===== src/rtl/led_pattern_sequencer.sv =====
// Eight-LED pattern sequencer: one shared prescaler steps a single pattern register,
// with a lamp test after reset and four run-time selectable, pausable patterns.
module led_pattern_sequencer #(
   parameter int unsigned TICK_DIV   = 5_000_000,
   parameter int unsigned LAMP_STEPS = 2
) (
   input  logic       clk,
   input  logic       rst,
   input  logic [1:0] mode,
   input  logic       mode_load,
   input  logic       pause,
   output logic [7:0] LED,
   output logic       step,
   output logic       running
);

   localparam int unsigned PW = (TICK_DIV > 1) ? $clog2(TICK_DIV) : 1;
   localparam int unsigned LW = $clog2(LAMP_STEPS + 1);
   localparam logic [PW-1:0] PRESC_MAX = PW'(TICK_DIV - 1);
   localparam logic [LW-1:0] LAMP_LAST = LW'(LAMP_STEPS - 1);

   typedef enum logic [1:0] {
      ST_TEST = 2'd0,
      ST_RUN  = 2'd1,
      ST_HOLD = 2'd2
   } state_e;

   state_e      state_q, state_d;
   logic [1:0]  mode_q, mode_d;
   logic [PW-1:0] presc_q, presc_d;
   logic [LW-1:0] lamp_q, lamp_d;
   logic        dir_up_q, dir_up_d;
   logic [7:0]  led_q, led_d;
   logic        step_q, step_d;
   logic        running_q, running_d;
   logic        tick_s;
   logic [PW-1:0] presc_inc_s;
   logic [8:0]  adv_s;

   function automatic logic [7:0] init_pattern(input logic [1:0] m);
      logic [7:0] p;
      case (m)
         2'd1:    p = 8'h01;
         2'd2:    p = 8'h01;
         default: p = 8'h00;
      endcase
      return p;
   endfunction

   // Returns {direction_up, next_led} for one pattern step.
   function automatic logic [8:0] next_pattern(input logic [1:0] m, input logic [7:0] l,
                                               input logic up);
      logic [7:0] n;
      logic       d;
      d = up;
      case (m)
         2'd0: n = ~l;
         2'd1: n = {l[6:0], l[7]};
         2'd2: begin
            if (up) begin
               n = {l[6:0], 1'b0};
               d = (n != 8'h80);
            end else begin
               n = {1'b0, l[7:1]};
               d = (n == 8'h01);
            end
         end
         default: n = l + 8'd1;
      endcase
      return {d, n};
   endfunction

   // Next-state, prescaler and pattern logic.
   always_comb begin
      state_d     = state_q;
      mode_d      = mode_q;
      presc_d     = presc_q;
      lamp_d      = lamp_q;
      dir_up_d    = dir_up_q;
      led_d       = led_q;
      step_d      = 1'b0;
      tick_s      = (presc_q == PRESC_MAX) && (state_q != ST_HOLD);
      presc_inc_s = (presc_q == PRESC_MAX) ? {PW{1'b0}} : presc_q + PW'(1);
      adv_s       = next_pattern(mode_q, led_q, dir_up_q);

      case (state_q)
         ST_TEST: begin
            led_d   = 8'hFF;
            presc_d = presc_inc_s;
            if (mode_load) begin
               mode_d = mode;
            end else begin
               mode_d = mode_q;
            end
            if (tick_s) begin
               step_d = 1'b1;
               lamp_d = lamp_q + LW'(1);
               if (lamp_q == LAMP_LAST) begin
                  state_d  = ST_RUN;
                  led_d    = init_pattern(mode_d);
                  dir_up_d = 1'b1;
               end else begin
                  state_d = ST_TEST;
               end
            end else begin
               lamp_d = lamp_q;
            end
         end
         ST_RUN: begin
            if (mode_load) begin
               // A reload restarts the pattern and its timing; it is not a step.
               mode_d   = mode;
               led_d    = init_pattern(mode);
               dir_up_d = 1'b1;
               presc_d  = {PW{1'b0}};
               state_d  = pause ? ST_HOLD : ST_RUN;
            end else if (pause) begin
               state_d = ST_HOLD;
            end else begin
               presc_d = presc_inc_s;
               if (tick_s) begin
                  step_d   = 1'b1;
                  led_d    = adv_s[7:0];
                  dir_up_d = adv_s[8];
               end else begin
                  step_d = 1'b0;
               end
            end
         end
         ST_HOLD: begin
            if (mode_load) begin
               mode_d   = mode;
               led_d    = init_pattern(mode);
               dir_up_d = 1'b1;
               presc_d  = {PW{1'b0}};
            end else begin
               presc_d = presc_q;
            end
            state_d = pause ? ST_HOLD : ST_RUN;
         end
         default: begin
            state_d = ST_TEST;
         end
      endcase

      running_d = (state_d == ST_RUN);
   end

   // State and output registers.
   always_ff @(posedge clk) begin
      if (rst) begin
         state_q   <= ST_TEST;
         mode_q    <= 2'd0;
         presc_q   <= {PW{1'b0}};
         lamp_q    <= {LW{1'b0}};
         dir_up_q  <= 1'b1;
         led_q     <= 8'hFF;
         step_q    <= 1'b0;
         running_q <= 1'b0;
      end else begin
         state_q   <= state_d;
         mode_q    <= mode_d;
         presc_q   <= presc_d;
         lamp_q    <= lamp_d;
         dir_up_q  <= dir_up_d;
         led_q     <= led_d;
         step_q    <= step_d;
         running_q <= running_d;
      end
   end

   assign LED     = led_q;
   assign step    = step_q;
   assign running = running_q;

endmodule


===== config.mk =====
export PLATFORM = sky130hd
export DESIGN_NAME = led_pattern_sequencer
export DESIGN_NICKNAME = d
export VERILOG_FILES = /design/src/rtl/led_pattern_sequencer.sv
export SDC_FILE = /design/constraint.sdc
export NUM_CORES = 1
export LEC_CHECK = 0
export CORE_MARGIN = 5
export CORE_UTILIZATION = 40
export CTS_BUF_LIST = sky130_fd_sc_hd__clkbuf_8
export DETAILED_ROUTE_END_ITERATION = 6
export PLACE_DENSITY_LB_ADDON = 0.08
export RECOVER_POWER = 100
export SETUP_SLACK_MARGIN = 0.05
export SKIP_LAST_GASP = 1
export SLEW_MARGIN = 20
export SYNTH_ARGS = -nofsm -noshare
export SYNTH_HDL_FRONTEND = slang
export SYNTH_SLANG_ARGS = --single-unit

===== constraint.sdc =====
create_clock -name clk -period 2.3 [get_ports clk]
set_input_delay 0.46 -clock clk [delete_from_list [all_inputs] [get_ports clk]]
set_output_delay 0.46 -clock clk [all_outputs]
set_load 0.03 [all_outputs]

==> results.txt <==
- In the final layout, the share of cells above drive strength 1 is 0.110.
* Launching element type of the critical path: flip-flop
- The clock reaches the later pin of the worst-skew pair after 300 ps.
- The initialized floorplan defines 28 standard-cell rows.
* Leakage: 1.08 nW
* Worst-case headroom to the max-slew limit: 0.703
- The detail route stage leaves a number of antenna-violating nets equal to 0.
- Worst slack on hold paths: 514 ps
* Outcome: complete, no violations
* Number of top-level pins: 16
- Period utilization: 0.914
- Of the total synthesized cell area, the portion taken by AND, OR, NAND and NOR gates is 0.292.
- Slowest cell on crit path: dlygate4sd3_1
- Data arrival, critical path: 1640 ps
- The internal portion of the total power is 0.975 mW.
- In this run the number of H-tree levels came out at 2.
- The initial utilization of the core area, before any placement, comes to 0.417.
- In this run the worst path has a maximum fanout of 11.
- Detailed Route Iter0 Violations: 132
- Synthesis handed over a netlist of between 300 and 400 instances.
- For this design, the sink count on the clock tree is 40.
- Multiplexer share of the synthesized area: 0.0295
- The first global-routing pass estimated roughly 11000 microns of wire.
- The kind of cell with the highest combined delay along the critical path is buffers and inverters.
- For this run, asynchronously set or reset flops after synthesis account for 0.
- Maximum Capacitance Violations: 0
- Relative contribution of the clock network to total power: 0.378
- Drt total wl: 6130 microns
- HPWL after detailed placement: between 4000 and 5000 microns
- Of the total synthesized cell area, the portion taken by full adders, half adders and majority gates is 0.0401.
- The share of the Yosys chip area taken by registers is 0.320.
* # fillers: 588
* Final critical-path required period: 2100 ps
* Via count of the first global-routing pass: 2235
- Total via count in the routed design: 2351
* Root buf cell: clkbuf_8
- Post-layout utilization of the core: 0.492
- N_diodes: 0
- Die footprint: 7930 sq um
- For this design the ratio of total power to cell area is 433 nW/um^2.
- By area, the combinational part of the netlist is dominated by simple AND/OR/NAND/NOR gates.
* Number of nets in the synthesized netlist: 334
- Pins over their slew limit: 0
- Setup fix buffers added after clock tree synthesis: 0
- DRC viols: 0
- Final setup violating endpoints: 0
- Setup repair after global routing missed its margin: no
* Sequential power share: 0.551
- Leftover overflow at the end of global routing: 0
* Dominant cells by area after synthesis: dfxtp_1 32%, nor2_1 7.7%, a21oi_1 4.2%
* Xor/xnor share of the synthesized area: 0.0771
- Tracing the worst setup path back leads to its startpoint at LED[3]$_SDFFE_PP1P_.
* Kind of end point of the critical path: output pin
- In this design, the stage delay of the slowest critical-path cell is approximately 800 ps.
- Net switching power of the design: 0.301 mW
- Die Height: about 89 microns
- Port Buffer Count: 15
* Total Nets Final: 368
- In the global route stage, overall resource usage came out at 0.168.
* Hold violation count in the final report: 0
- After layout, the design draws a total of approximately 1.3 mW.
* Highest ir drop seen on vdd: 0.243 mV
- Top flip-flop cell by instance count after synthesis: dfxtp_1
* Die Span X: 89.0 microns
- The critical path is of the flip-flop to output pin type.
- Fraction of synthesized cell area taken by the top area cell type: 0.320
- Summing every instance area after synthesis gives 2500 sq um.
- HP Start: presc_q[22]$_SDFFE_PP0P_
* Count of synthesis-stage warnings from yosys: 0
- Cell taking the most area after synthesis: dfxtp_1
- Fmax achieved: roughly 480 MHz
- Clock transition at the registers of the reported paths: 80 ps
- Instance count after placement with tap cells included: 422
* Buf/Inv on CP: 1
* Final std cells w/o fill: 430
- After clock tree synthesis, the flow added hold-fix buffers numbering 0.
* Final weighted congestion of routability-driven global placement: 0.840
- For the worst setup path, the data required time is 1840 ps.
- TritonRoute pass-1 iters: 4
- The worst hold path belongs to the class flip-flop to flip-flop.
* Share of the synthesized area in compound gates (AO/OA/AOI/OAI): 0.199
- Cell-by-cell listing of the critical path: dlygate4sd3_1
* Most numerous cell in the Yosys netlist: nor2_1
- Average cell area after synthesis: 7.81 sq um
* Number of antenna violations at the first check in global routing: 0
- In this run, post-CTS repair resized a total of 0 instances.
- Area growth from synthesis to layout: 18.0%
* Post-synth EDFFs: 0
* Count of cell types in the netlist: 51
- Floorplan Core Area: around 6000 sq um
* Ratio of routed vias to standard cells: 5.47
- Worst Clk Skew: 12.6 ps
- Number of synthesized register bits: 40
* R2R Path Start: presc_q[7]$_SDFFE_PP0P_
* Relative contribution of combinational cells to total power: 0.071
- Entering global routing, the biggest net connects 22 pins.
* Leading post-synthesis cells by instance count: 51 x nor2_1, 40 x dfxtp_1, 28 x nand2_1
- In the final routed layout, each cell accounts on average for around 14 microns.
- Clk buf depth: 2
- Number of clock buffers inserted by TritonCTS: 5
* Least-Margin Pin Slew: roughly 440 ps
- Adding up every negative setup slack in the final design gives 0 ps.
- Clock tree from TritonCTS: built
* Switching fraction of total power: 0.236
routing by layer:
metal	part of all wire	global-route usage	up-vias
li1	-	-	1219
met1	0.49	0.227	1077
met2	0.46	0.272	51
met3	0.050	0.0424	4
met4	0.0055	0.0379	0
met5	0	0	-
metrics by stage:
step,worst slack (ps),area [sq um]
finish,197,2950
global route,49.5,2950
CTS,249,2980
detailed placement,-13.1,2890
global placement,23.2,2890
floorplan,293,2500
power groups by stage:
stage	logic (mW)	clock network, mW	registers [mW]
2_1_floorplan	0.0520	0	0.720
3_3_place_gp	0.0928	0	0.720
3_5_place_dp	0.0923	0	0.720
4_1_cts	0.0931	0.504	0.703
5_1_grt	0.101	0.541	0.704
6_report	0.0906	0.482	0.703
sequential cells by signal, summed over array words and instances, names as in the netlist:
name      cells
LED           8
presc_q      23
step          1
dir_up_q      1
state_q       2
mode_q        2
lamp_q        2
running       1
cell families after synthesis:
group,after synthesis
compound gates,73
fa+ha+maj,8
mux,6
flops,40
xor+xnor,22
buf+inv,27
simple gates,144
worst paths after layout:
check | to | slack (ps) | cells after the start
setup / recovery | LED[3] | 200 | 1
hold / removal | presc_q[22]$_SDFFE_PP0P_ | 510 | 2
setup reg to reg | LED[0]$_SDFFE_PP1P_ | 260 | 6
hold reg to reg | presc_q[22]$_SDFFE_PP0P_ | 510 | 2
area by class of cell:
class / instances / area, sq um / share of cell area
Timing Repair Buffer: 40 / 335 / 0.114
Tap cell: 75 / 93.8 / 0.0318
Multi-Input combinational cell: 253 / 1580 / 0.535
Sequential cell: 40 / 801 / 0.272
Inverter: 14 / 52.6 / 0.0178
Clock inverter: 2 / 7.51 / 0.00255
Clock buffer: 6 / 82.6 / 0.0280
cells in the final DEF (no fill, tap or decap), types with 11 or more instances in the layout:
| cell | count |
|---|---|
| nor2_1 | 51 |
| dfxtp_1 | 40 |
| nand2_1 | 28 |
| a21oi_1 | 21 |
| buf_4 | 20 |
| o21ai_0 | 18 |
| inv_1 | 16 |
| xnor2_1 | 12 |
| nand4_1 | 11 |
| dlygate4sd3_1 | 11 |
No activity file was read; power rests on OpenSTA's default activity.
